**src/rtl/audio_pwm_sequencer.sv**
```systemverilog
// Mixes the two TIA audio channels into one PWM control word, updated only at
// PWM period boundaries, with a linear ramp on enable/disable to avoid pops.
module audio_pwm_sequencer #(
    parameter int unsigned CW_WIDTH  = 10,
    parameter int unsigned CH_WIDTH  = 8,
    parameter int unsigned RAMP_STEP = 4
) (
    input  logic                clk_i,
    input  logic                reset_i,
    input  logic                enable_i,
    input  logic [CH_WIDTH-1:0] ch0_sample_i,
    input  logic                ch0_valid_i,
    output logic                ch0_ready_o,
    input  logic [CH_WIDTH-1:0] ch1_sample_i,
    input  logic                ch1_valid_i,
    output logic                ch1_ready_o,
    output logic [CW_WIDTH-1:0] pwm_cw_o,
    output logic                period_strobe_o,
    output logic                underrun_o,
    output logic [1:0]          state_o
);

    localparam int unsigned AW = CW_WIDTH + 1;

    typedef enum logic [1:0] {
        IDLE      = 2'd0,
        RAMP_UP   = 2'd1,
        RUN       = 2'd2,
        RAMP_DOWN = 2'd3
    } state_e;

    state_e              state_q, state_d;
    logic [CW_WIDTH-1:0] cnt_q, cnt_d;
    logic [CW_WIDTH-1:0] pwm_q, pwm_d;
    logic                underrun_q, underrun_d;
    logic                full_q [2];
    logic                full_d [2];
    logic [CH_WIDTH-1:0] hold_q [2];
    logic [CH_WIDTH-1:0] hold_d [2];
    logic [CH_WIDTH-1:0] last_q [2];
    logic [CH_WIDTH-1:0] last_d [2];
    logic [CH_WIDTH-1:0] sample_w [2];
    logic                valid_w [2];
    logic                strobe_w;
    logic [AW-1:0]       target_w;
    logic [AW-1:0]       up_w;

    assign sample_w[0] = ch0_sample_i;
    assign sample_w[1] = ch1_sample_i;
    assign valid_w[0]  = ch0_valid_i;
    assign valid_w[1]  = ch1_valid_i;

    assign strobe_w        = (cnt_q == {CW_WIDTH{1'b1}});
    assign period_strobe_o = strobe_w;
    assign ch0_ready_o     = !full_q[0];
    assign ch1_ready_o     = !full_q[1];
    assign pwm_cw_o        = pwm_q;
    assign underrun_o      = underrun_q;
    assign state_o         = state_q;
    assign cnt_d           = cnt_q + CW_WIDTH'(1);

    // Holding regs: consumed at the boundary; a boundary-cycle transfer lands for the next one.
    always_comb begin
        for (int i = 0; i < 2; i++) begin
            full_d[i] = full_q[i];
            hold_d[i] = hold_q[i];
            last_d[i] = last_q[i];
            if (strobe_w && full_q[i]) begin
                last_d[i] = hold_q[i];
                full_d[i] = 1'b0;
            end
            if (valid_w[i] && !full_q[i]) begin
                full_d[i] = 1'b1;
                hold_d[i] = sample_w[i];
            end
        end
        target_w   = (AW'(last_d[0]) + AW'(last_d[1])) << 1;
        up_w       = AW'(pwm_q) + AW'(RAMP_STEP);
        underrun_d = strobe_w && (state_q == RUN) && !(full_q[0] && full_q[1]);
    end

    // Next-state and control word, evaluated only on the boundary cycle.
    always_comb begin
        state_d = state_q;
        pwm_d   = pwm_q;
        if (strobe_w) begin
            case (state_q)
                IDLE: begin
                    pwm_d = '0;
                    if (enable_i) state_d = RAMP_UP;
                end
                RAMP_UP: begin
                    if (!enable_i) begin
                        state_d = RAMP_DOWN;
                    end else if (up_w >= target_w) begin
                        pwm_d   = CW_WIDTH'(target_w);
                        state_d = RUN;
                    end else begin
                        pwm_d = CW_WIDTH'(up_w);
                    end
                end
                RUN: begin
                    pwm_d = CW_WIDTH'(target_w);
                    if (!enable_i) state_d = RAMP_DOWN;
                end
                RAMP_DOWN: begin
                    if (enable_i) begin
                        state_d = RAMP_UP;
                    end else if (AW'(pwm_q) <= AW'(RAMP_STEP)) begin
                        pwm_d   = '0;
                        state_d = IDLE;
                    end else begin
                        pwm_d = pwm_q - CW_WIDTH'(RAMP_STEP);
                    end
                end
                default: state_d = IDLE;
            endcase
        end
    end

    always_ff @(posedge clk_i or posedge reset_i) begin
        if (reset_i) begin
            state_q    <= IDLE;
            cnt_q      <= '0;
            pwm_q      <= '0;
            underrun_q <= 1'b0;
            for (int i = 0; i < 2; i++) begin
                full_q[i] <= 1'b0;
                hold_q[i] <= '0;
                last_q[i] <= '0;
            end
        end else begin
            state_q    <= state_d;
            cnt_q      <= cnt_d;
            pwm_q      <= pwm_d;
            underrun_q <= underrun_d;
            for (int i = 0; i < 2; i++) begin
                full_q[i] <= full_d[i];
                hold_q[i] <= hold_d[i];
                last_q[i] <= last_d[i];
            end
        end
    end

endmodule

```
**config.mk**
```make
export PLATFORM = sky130hd
export DESIGN_NAME = audio_pwm_sequencer
export DESIGN_NICKNAME = d
export VERILOG_FILES = /design/src/rtl/audio_pwm_sequencer.sv
export SDC_FILE = /design/constraint.sdc
export NUM_CORES = 1
export LEC_CHECK = 0
export CAP_MARGIN = 0
export CORE_MARGIN = 2
export CORE_UTILIZATION = 40
export CTS_CLUSTER_SIZE = 12
export DETAILED_ROUTE_END_ITERATION = 8
export GPL_TIMING_DRIVEN = 0
export PLACE_DENSITY = 0.61
export SLEW_MARGIN = 25
export SYNTH_ARGS = -nofsm -noshare
export SYNTH_HDL_FRONTEND = slang
export SYNTH_SLANG_ARGS = --single-unit
```
**constraint.sdc**
```tcl
create_clock -name clk_i -period 14.9 [get_ports clk_i]
set_clock_uncertainty 0.05 [all_clocks]
set_input_delay 4.47 -clock clk_i [delete_from_list [all_inputs] [get_ports clk_i]]
set_output_delay 4.47 -clock clk_i [all_outputs]
set_load 0.01 [all_outputs]
```
==> flow_summary.json <==
{
  "cts_root_buffer": "clkbuf_8",
  "drt_first_iter_violations": 120,
  "start_kind": "register",
  "final_cell_mix": "dfrtp_1 (56), clkdlybuf4s50_1 (35), mux2_2 (33)",
  "post_cts_buffers": 0,
  "fp-row-count": 33,
  "maxCapViolations": 0,
  "cp_max_fo": 4,
  "drive_gt1_frac": 0.166,
  "p_per_area_mw_per_mm2": 63.9,
  "hold_buffers": 0,
  "finalPower_uw": 256,
  "leakagePower_nw": 1.78,
  "grt_max_degree": 42,
  "grt.total_usage": 0.165,
  "insertion_delay_ns": 0.31,
  "grt_antenna_before_repair": 0,
  "cts_tree": "built",
  "netlist_area_mm2": 0.00342,
  "fin_crit_ns": 6.51,
  "wl_met1_mm": 3.35,
  "wl_met3_um": 277,
  "relSlewSlack": 0.563,
  "io_pins": 37,
  "synth_area_per_cell_um2": 10.7,
  "final_cells": 467,
  "criticalPathCategory": "reg2out",
  "finalWirelength_mm": 7.02,
  "ys_ff_latch": 56,
  "cts_buffers": 5,
  "hold_viol_final": 0,
  "rsz0062_at_grt": "false",
  "mostFrequentLayoutCell": "dfrtp_1",
  "outcome": "completed",
  "overflow": 0,
  "setup_viol": 0,
  "vias_per_cell": 5.38,
  "worstHoldPathType": "reg2reg",
  "cts_sinks": 56,
  "final_core_util": 0.485,
  "final.setup.tns_ns": 0,
  "dp_hpwl_mm": 5.50,
  "r2r_slack_ns": 9.56,
  "fin_nets": 409,
  "num_vias": 2511,
  "synthArstFlopShare": 1.00,
  "wl_per_cell_um": 15.0,
  "ys_warn_count": 0,
  "route.detailed.drc": 0,
  "synth-edff-count": 0,
  "cts.repair.resized": 0,
  "die_h_um": 96.5,
  "synth_nets": 366,
  "synthCells": 319,
  "cts_buffer_depth": 2,
  "portBuffers": 35,
  "wl_met2_mm": 3.31,
  "coreArea_mm2": 0.00826,
  "worst_slew_pin_slew_ns": 0.651,
  "dp_cells": 460,
  "area_growth_pct": 17.2,
  "maxSlewViolCount": 0,
  "clock.fmax_ghz": 0.154,
  "ys_types": 63,
  "grt_pass1_wl_mm": 11.8,
  "antenna_cells": 0,
  "vdd_ir_drop_max_v": 0.0000430,
  "ys_seq_area_frac": 0.410,
  "htreeDepth": 2,
  "die_area_mm2": 0.00930,
  "drt_first_pass_iters": 4,
  "required_ns": 10.38,
  "start_util": 0.414,
  "period_share": 0.437,
  "end_kind": "output pin",
  "grt_pass1_vias": 2579,
  "synth-main-ff-cell": "dfrtp_1",
  "die_w_um": 96.5,
  "antenna_left": 0,
  "top_layer": "met4",
  "gp_congestion": 0.837,
  "crit_arrival_ns": 1.99,
  "cts.clk_slew.worst_paths_ns": 0.10
}
-- where the power goes --
part           leakage [nW]  switching (mW)  internal, mW  total (mW)
registers             0.727         0.00248         0.157       0.159
logic                  1.01         0.00524       0.00900      0.0142
clock network        0.0406          0.0499        0.0329      0.0827
total                  1.78          0.0576         0.199       0.256
-- cell type report --
class                           count  area [um^2]
Buffer                             12         58.8
Clock buffer                        5         68.8
Clock inverter                      2         16.3
Fill cell                         787         4250
Inverter                           17         66.3
Multi-Input combinational cell    234         1900
Sequential cell                    56         1400
Tap cell                          105          131
Timing Repair Buffer               36          370
-- logic make-up after synthesis --
kind of cell | after synthesis | share of synthesized area
other | 1 | 0.00110
AOI/OAI and AO/OA | 61 | 0.138
and+or+nand+nor | 91 | 0.151
adders and majority gates | 26 | 0.0973
xor gates and xnor gates | 21 | 0.0538
buffers and inverters | 29 | 0.0359
muxes | 34 | 0.113
DFF | 56 | 0.410
-- critical path, stage by stage (launching register included) --
cell,delay (ns)
dfrtp_1,0.40
ha_1,0.22
nand2_1,0.20
nor3_4,0.28
clkdlybuf4s50_1,0.57
-- final timing paths --
path	start	end	depth (start not counted)
setup / recovery	cnt_q[0]	period_strobe_o	4
hold / removal	cnt_q[0]	cnt_q[0]	1
setup reg to reg	cnt_q[0]	state_o[1]	17
hold reg to reg	cnt_q[0]	cnt_q[0]	1
max in group asynchronous	reset_i	last_q[8]	3
min in group asynchronous	reset_i	pwm_cw_o[7]	2
-- synthesized netlist by cell type, drive strengths merged, types with 2 or more instances --
cell,n,share of area
xnor2,10,0.026
a2bb2oi,3,0.0077
inv,17,0.019
o21bai,2,0.0044
nand4,5,0.011
a221oi,2,0.0051
nor2b,2,0.0037
and2,3,0.0055
mux2,34,0.11
a2111oi,2,0.011
nand2,18,0.020
a31oi,2,0.0037
o21a,2,0.0044
nor3b,2,0.0044
nor3,10,0.019
a211oi,4,0.012
xor2,11,0.028
o31ai,3,0.0080
a21oi,15,0.023
buf,4,0.0084
a21o,3,0.0066
o21ai,9,0.014
and3,6,0.011
nor4,4,0.018
a22o,2,0.0051
clkbuf,8,0.0088
ha,25,0.091
nor2,20,0.022
dfrtp,56,0.41
nand2b,6,0.011
nand3,11,0.018
a221o,2,0.0059
-- layer usage --
layer | up-vias | GRT usage
li1 | 1233 | -
met1 | 1230 | 0.217
met2 | 42 | 0.278
met3 | 6 | 0.0349
met4 | 0 | 0.0423
met5 | - | 0
-- flip-flops by register name (all words and copies together) (netlist names) --
signal      flops
hold_q         16
last_q         16
cnt_q          10
pwm_cw_o        9
full_q          2
state_o         2
underrun_o      1
-- metrics by stage --
step                area [um^2]  setup WS, ns  hold WS, ns
floorplan                  3420          9.01        0.393
global placement           3900          7.87        0.416
finish                     4010          8.39        0.431
global route               4010          8.27        0.462
detailed placement         3920          8.44        0.425
CTS                        4010          8.36        0.440
Power figures use the tool's default switching activity.
